`config.mk`:
```
export PLATFORM = sky130hd
export DESIGN_NAME = demux4_rr_dispatch
export DESIGN_NICKNAME = d
export VERILOG_FILES = /design/src/rtl/dispatch_pkg.sv /design/src/rtl/demux4_steer.sv /design/src/rtl/demux4_rr_dispatch.sv
export SDC_FILE = /design/constraint.sdc
export NUM_CORES = 1
export LEC_CHECK = 0
export CAP_MARGIN = 20
export CORE_ASPECT_RATIO = 0.8
export CORE_MARGIN = 8
export CORE_UTILIZATION = 38
export CTS_CLUSTER_DIAMETER = 120
export DETAILED_ROUTE_END_ITERATION = 6
export PLACE_DENSITY = 0.9
export SETUP_SLACK_MARGIN = 0.05
export SLEW_MARGIN = 20
export SYNTH_ARGS = -nofsm -noshare
export SYNTH_HDL_FRONTEND = slang
export SYNTH_SLANG_ARGS = --single-unit
```
`constraint.sdc`:
```
create_clock -name clk -period 5.3 [get_ports clk]
set_input_delay 0.795 -clock clk [delete_from_list [all_inputs] [get_ports clk]]
set_output_delay 0.795 -clock clk [all_outputs]
set_load 0.1 [all_outputs]
```
`src/rtl/dispatch_pkg.sv`:
```
// Shared definitions for the round-robin dispatcher: channel geometry,
// FSM state encoding and the round-robin channel pick function.
package dispatch_pkg;

    localparam int NUM_CH = 4;
    localparam int SEL_W  = 2;
    localparam int STAT_W = 8;

    typedef enum logic {
        ST_EMPTY,
        ST_HOLD
    } state_t;

    // First enabled channel scanning upward from ptr+1, wrapping modulo 4.
    // With an empty mask the pointer is returned unchanged; the caller
    // never accepts in that case, so the value is never used.
    function automatic logic [SEL_W-1:0] rr_pick(input logic [NUM_CH-1:0] mask,
                                                 input logic [SEL_W-1:0]  ptr);
        logic [SEL_W-1:0] idx;
        logic             found;
        rr_pick = ptr;
        found   = 1'b0;
        for (int i = 1; i <= NUM_CH; i++) begin
            idx = ptr + SEL_W'(i);
            if (!found && mask[idx]) begin
                rr_pick = idx;
                found   = 1'b1;
            end
        end
    endfunction

endpackage

```
`src/rtl/demux4_steer.sv`:
```
// Combinational 1:4 demux: routes the held word and its valid bit onto the
// lane chosen by sel. Unselected lanes are driven to zero.
import dispatch_pkg::*;

module demux4_steer #(
    parameter int WIDTH = 8
) (
    input  logic [WIDTH-1:0]        data,
    input  logic [SEL_W-1:0]        sel,
    input  logic                    valid,
    output logic [NUM_CH-1:0]       lane_valid,
    output logic [NUM_CH*WIDTH-1:0] lane_data
);

    // Zero every lane, then place the word and valid bit on the selected one.
    always_comb begin
        lane_valid                   = '0;
        lane_data                    = '0;
        lane_valid[sel]              = valid;
        lane_data[sel*WIDTH +: WIDTH] = data;
    end

endmodule

```
`src/rtl/demux4_rr_dispatch.sv`:
```
// Round-robin dispatcher: registers one word from a single valid/ready
// producer and steers it to the next enabled consumer channel, holding it
// there until that channel takes it.
// Optional per-channel delivered-word counters are built when the macro
// DISPATCH_STATS_EN is defined; otherwise stat_cnt is tied to zero.
import dispatch_pkg::*;

module demux4_rr_dispatch #(
    parameter int WIDTH = 8
) (
    input  logic                     clk,
    input  logic                     rst,
    input  logic                     in_valid,
    output logic                     in_ready,
    input  logic [WIDTH-1:0]         in_data,
    input  logic [NUM_CH-1:0]        ch_en,
    output logic [NUM_CH-1:0]        out_valid,
    input  logic [NUM_CH-1:0]        out_ready,
    output logic [NUM_CH*WIDTH-1:0]  out_data,
    output logic [SEL_W-1:0]         cur_sel,
    input  logic                     stat_clr,
    output logic [NUM_CH*STAT_W-1:0] stat_cnt
);

    state_t           state;
    state_t           state_nxt;
    logic [SEL_W-1:0] ptr;
    logic [SEL_W-1:0] sel_q;
    logic [SEL_W-1:0] pick;
    logic [WIDTH-1:0] data_q;
    logic             hold;
    logic             drain;
    logic             accept;

    assign hold     = (state == ST_HOLD);
    assign drain    = hold & out_ready[sel_q];
    assign in_ready = (!hold | drain) & (ch_en != '0);
    assign accept   = in_valid & in_ready;
    assign pick     = rr_pick(ch_en, ptr);
    assign cur_sel  = sel_q;

    // State register; reset discards any held word.
    always_ff @(posedge clk or posedge rst) begin
        if (rst) begin
            state <= ST_EMPTY;
        end else begin
            state <= state_nxt;
        end
    end

    // Next state: a new word can be taken whenever the slot is empty or
    // the held word leaves in the same cycle.
    always_comb begin
        state_nxt = state;
        case (state)
            ST_EMPTY: begin
                if (accept) begin
                    state_nxt = ST_HOLD;
                end
            end
            ST_HOLD: begin
                if (drain && !accept) begin
                    state_nxt = ST_EMPTY;
                end
            end
            default: state_nxt = ST_EMPTY;
        endcase
    end

    // Word, destination and rotation pointer load only on accept, so a
    // held word keeps its channel regardless of later ch_en changes.
    // The pointer resets to 3 so the first pick scans from channel 0.
    always_ff @(posedge clk or posedge rst) begin
        if (rst) begin
            ptr    <= SEL_W'(NUM_CH - 1);
            sel_q  <= '0;
            data_q <= '0;
        end else if (accept) begin
            ptr    <= pick;
            sel_q  <= pick;
            data_q <= in_data;
        end
    end

    demux4_steer #(
        .WIDTH (WIDTH)
    ) u_steer (
        .data       (data_q),
        .sel        (sel_q),
        .valid      (hold),
        .lane_valid (out_valid),
        .lane_data  (out_data)
    );

`ifdef DISPATCH_STATS_EN
    logic [STAT_W-1:0] stat_q [NUM_CH];

    // Saturating delivered-word counters; a clear beats a same-cycle drain.
    always_ff @(posedge clk or posedge rst) begin
        if (rst) begin
            for (int i = 0; i < NUM_CH; i++) begin
                stat_q[i] <= '0;
            end
        end else begin
            for (int i = 0; i < NUM_CH; i++) begin
                if (stat_clr) begin
                    stat_q[i] <= '0;
                end else if (drain && (sel_q == SEL_W'(i)) && (stat_q[i] != {STAT_W{1'b1}})) begin
                    stat_q[i] <= stat_q[i] + 1'b1;
                end
            end
        end
    end

    for (genvar g = 0; g < NUM_CH; g++) begin : g_stat
        assign stat_cnt[g*STAT_W +: STAT_W] = stat_q[g];
    end
`else
    logic unused_stat_clr;

    assign unused_stat_clr = stat_clr;
    assign stat_cnt        = '0;
`endif

endmodule

```
Word level (Yosys, flattened, before mapping)
Index checks and enable logic that the tools add are counted.

word-level totals
  logic and storage cells = 56
  register bits after elaboration = 13
  output and inout bits = 71
  input bits = 20

cells by class
  reductions and logical operators = 11
  bitwise operators = 7
  muxes and demuxes = 22
  $lt $le $gt $ge = 6
  shift-type cells = 2
  add/subtract/negate cells = 4

operator list
  operator                                                                  count
  5-bit negator with 34-bit output                                          1
  8-bit by 34-bit variable shift with 32-bit output (first input constant)  1
  8-bit by 34-bit variable part select with 32-bit output                   1
  32-bit AND                                                                1
  2-bit by 3-bit < comparator with 1-bit output (second input constant)     5
  1-bit two-way mux                                                         11
  1-bit binary-select mux with 2-bit select                                 5
  2-bit two-way mux                                                         4
  1-bit logical AND                                                         5
  1-bit logical NOT                                                         5
  2-bit adder (second input constant)                                       2
  4-bit AND                                                                 1
  4-bit nonzero test                                                        1
  1-bit AND                                                                 3
  2-bit by 1-bit adder with 2-bit output (second input constant)            1
  1-bit demux with 2-bit select                                             1
  2-bit by 1-bit >= comparator with 1-bit output (second input constant)    1
  1-bit one-hot mux with 2 select lines                                     1
  1-bit inverter                                                            1
  1-bit bitwise OR                                                          1

Depth between registers and ports, before layout
  word-level depth = 13
  gate-level depth with buffers = 5
  gate-level depth less buffers = 5

Hierarchy
From an unflattened synthesis, not the netlist that was laid out.

second synthesis, totals
  cells, all modules = 158
  area total of the unflattened synthesis = 1,447.6 µm²

by module, submodules not included
  module              times used  cells each  area an instance (µm²)  seq. area each (µm²)
  demux4_rr_dispatch  1           105         1,043.5                 327.8
  demux4_steer        1           53          404.1                   0.0

Least setup slack after synthesis
OpenSTA, ideal clock, no wires.

  path type = register to output
  start point = register sel_q[0] (netlist: cur_sel[0])
  end point = output port out_data[24]
  stages on the path, launching flop included = 5
  path slack = 1.360 ns
  data required time = 4.505 ns
  arrival time = 3.145 ns
  buffers on the path = 0
  cells stage by stage = dfrtp_1 > inv_1 > ha_1 > nor4b_1 > and2_1

between the ends
  cells in the longest elaborated chain, start to end = 3
  elaborated cells between the ends (all ways) = 4
  those cells by class = 1 x add/sub; 2 x shift; 1 x bitwise

RTL lines
  element                                                                                                                              line                      source
  start: declaration                                                                                                                   demux4_rr_dispatch.sv:28  logic [SEL_W-1:0] sel_q;
  start signal: assignment                                                                                                             demux4_rr_dispatch.sv:80  sel_q <= pick;
  5-bit negator with 34-bit output *                                                                                                   demux4_steer.sv:20        lane_data[sel*WIDTH +: WIDTH] = data;
  8-bit by 34-bit variable part select with 32-bit output / 8-bit by 34-bit variable shift with 32-bit output (equally long branches)  demux4_steer.sv:20
  32-bit AND (no line) *                                                                                                               n/a
  end: declaration                                                                                                                     demux4_rr_dispatch.sv:19  output logic [NUM_CH*WIDTH-1:0] out_data,

Every way passes the cells marked *; elsewhere a longest branch is shown, timed or not.

Worst setup path in the final report
  start point = register sel_q[0] (netlist: cur_sel[0])
  end point = output port out_data[15]

The elaborated chain is that of the path after synthesis.

==> impl_metrics.py <==
metrics = {
    "yosys": {
        "synth_area_um2": 1290,
        "ys_types": 27,
        "ys_seq_elements": 13,
        "yosys_warnings": 0,
        "syn_avg_cell_area_um2": 9.25,
        "syn_inst": 139,
        "seq_area_frac_synth_pct": 25.5,
    },
    "die": {
        "row_count": 19,
        "die_h_um": 68.0,
        "ioPinCount": 91,
        "die_w_um": 81.0,
        "floorplan.die_area_um2": 5510,
        "initial_core_util_pct": 38.6,
        "core_area_um2": 3330,
    },
    "route": {
        "wl_met2_um": 1710,
        "routed_wl_um": 3220,
        "top_layer": "met4",
        "first_pass_iters": 4,
        "via_per_inst": 4.28,
        "avgRoutedWirePerCell_um": 13.4,
        "wl_met3_um": 351,
        "vias": 1028,
        "drc_errors": 0,
        "ant_nets": 0,
        "met1_length_um": 1150,
        "drt-initial-drc-count": 21,
    },
    "layout": {
        "n_fill_cell": 330,
        "post-route-util_pct": 54.1,
        "final_nets": 227,
        "drive_gt1_share_pct": 10.6,
        "final_area_um2": 1800,
        "area_delta_synth_final_pct": 39.9,
        "final-seq-area_um2": 328,
        "diodes": 0,
        "multi_input_area_um2": 808,
    },
    "place": {
        "place_area_um2": 1750,
        "port_buffers": 57,
        "dp_hpwl_um": 2780,
        "gp_congestion": 0.751,
    },
    "cts": {
        "cts_tree": "built",
        "clk_path_buf_depth": 2,
        "cts.repair.resized": 0,
        "cts.root.buffer_cell": "clkbuf_8",
        "clock-sinks": 13,
        "cts_buffers": 3,
        "htreeDepth": 1,
        "clkLatencyLatePin_ns": 0.23,
        "cts_hold_buffers": 0,
        "path_clk_slew_ns": 0.05,
        "postCtsSetupBuffers": 0,
    },
    "timing": {
        "hold_viol_final": 0,
        "period_needed_ns": 4.07,
        "worst_slew_margin_rel_pct": 33.2,
        "drv_slew": 0,
        "setup_tns_ns": 0,
        "report.final.setup_viol": 0,
        "skew_ns": 0.00527,
        "rsz0062_at_grt": "no",
        "period_share_pct": 76.7,
        "tightest_slew_ns": 0.988,
        "max_freq_mhz": 246,
    },
    "hold_path": {
        "hold_class": "reg2reg",
    },
    "run": {
        "max_cap_viol_count": 0,
    },
    "pwr": {
        "p_per_area_nw_per_um2": 652,
        "worst_ir_drop_vdd_uv": 207,
        "p_leak_nw": 0.802,
    },
    "grt": {
        "overflow": 0,
        "grt.total_usage_pct": 10.8,
        "antenna_found_initial": 0,
        "first_global_vias": 964,
        "grt_first_pass_wirelength_um": 4770,
        "grt_max_degree": 16,
    },
    "critical_path": {
        "cp-end-kind": "primary output",
        "critPathArrivalTime_ns": 3.27,
        "start_kind": "flip-flop",
        "required_ns": 4.51,
        "crit_fanout": 9,
        "path_class": "reg2out",
    },
    "outcome": {
        "status": "finished clean",
    },
}
-- synthesized netlist by cell type --
| cell | instances | share of area (%) |
|---|---|---|
| xor2_1 | 1 | 0.68 |
| o211ai_4 | 1 | 1.7 |
| dfstp_2 | 2 | 4.1 |
| nor4b_1 | 2 | 1.4 |
| and2_1 | 37 | 18 |
| buf_6 | 1 | 0.88 |
| nand2b_1 | 7 | 3.4 |
| buf_4 | 32 | 19 |
| mux4_2 | 2 | 3.5 |
| nand2_1 | 5 | 1.5 |
| o31ai_1 | 1 | 0.58 |
| o21a_1 | 1 | 0.58 |
| mux2i_1 | 1 | 0.78 |
| or4_1 | 1 | 0.58 |
| mux2_1 | 4 | 3.5 |
| nor3_1 | 3 | 1.2 |
| nor3b_1 | 1 | 0.58 |
| o21ai_0 | 4 | 1.6 |
| dfrtp_1 | 11 | 21 |
| ha_1 | 8 | 7.8 |
| inv_1 | 4 | 1.2 |
| conb_1 | 1 | 0.29 |
| nor4_1 | 1 | 0.49 |
| mux2_2 | 4 | 3.5 |
| a21oi_1 | 2 | 0.78 |
| and4bb_2 | 1 | 0.97 |
| a21boi_0 | 1 | 0.58 |
-- through the flow --
step / cells / hold WS (ns) / total power [mW] / worst slack, ns
4_1_cts: 240 / 0.547 / 1.18 / 1.21
2_1_floorplan: 170 / 0.498 / 0.937 / 1.36
3_3_place_gp: 236 / 0.536 / 1.08 / 1.45
6_report: 240 / 0.547 / 1.17 / 1.23
5_1_grt: 240 / 0.579 / 1.23 / 0.925
3_5_place_dp: 236 / 0.540 / 1.09 / 1.43
-- area by class of cell --
cell class | instances | area share, %
multi-input cells | 120 | 44.9
well taps | 42 | 2.92
clock buffers | 4 | 2.50
inverters | 4 | 0.834
repair buffers | 57 | 30.6
flip-flops and latches | 13 | 18.2
-- placed cells by master (no fill, tap or decap), drive strengths merged, types with 4 or more instances in the layout --
cell / n
inv: 4
buf: 8
nand2: 5
clkbuf: 4
conb: 32
ha: 8
and2: 37
nand2b: 7
clkdlybuf4s50: 49
dfrtp: 11
o21ai: 4
mux2: 8
-- kinds of logic after synthesis --
kind of cell | Yosys count | synth area share (%)
simple gates | 58 | 28.0
buf+inv | 37 | 20.7
flops | 13 | 25.5
mux | 11 | 11.3
compound gates | 10 | 5.74
fa+ha+maj | 8 | 7.78
other cells | 1 | 0.292
xor+xnor | 1 | 0.681
-- path summary, 6_finish.rpt --
kind	start	end	slack, ns	cells past startpoint
worst min register to register	ptr[1]	ptr[1]	0.55	2
worst max-delay path	cur_sel[0]	out_data[15]	1.23	6
worst max register to register	cur_sel[0]	data_q[0]	3.24	3
min in group asynchronous	rst	data_q[7]	0.88	2
worst min-delay path	ptr[1]	ptr[1]	0.55	2
max in group asynchronous	rst	ptr[0]	4.07	2
-- registers in the layout, summed over array words and instances, names as in the netlist --
signal,cells
cur_sel,2
data_q,8
hold,1
ptr,2
-- worst max-delay path: stages, from the launching register on --
cell and delay (ns):
dfrtp_1 0.52, inv_1 0.21, ha_1 0.38, nand2_1 0.06
nor3_1 0.50, and2_1 0.23, clkdlybuf4s50_1 1.13
-- metal layers --
layer  up-vias  GRT usage (%)
li1        513              -
met1       475           11.9
met2        38           20.2
met3         2           3.41
met4         0           2.00
met5         -              0
-- where the power goes --
part	switching [mW]	internal, mW	leakage (nW)	total (mW)
Clock	0.0314	0.0528	0.0228	0.0842
Sequential	0.0706	0.154	0.149	0.224
Combinational	0.655	0.209	0.630	0.864
Total	0.757	0.415	0.802	1.17
(Power assumes the default switching activity.)
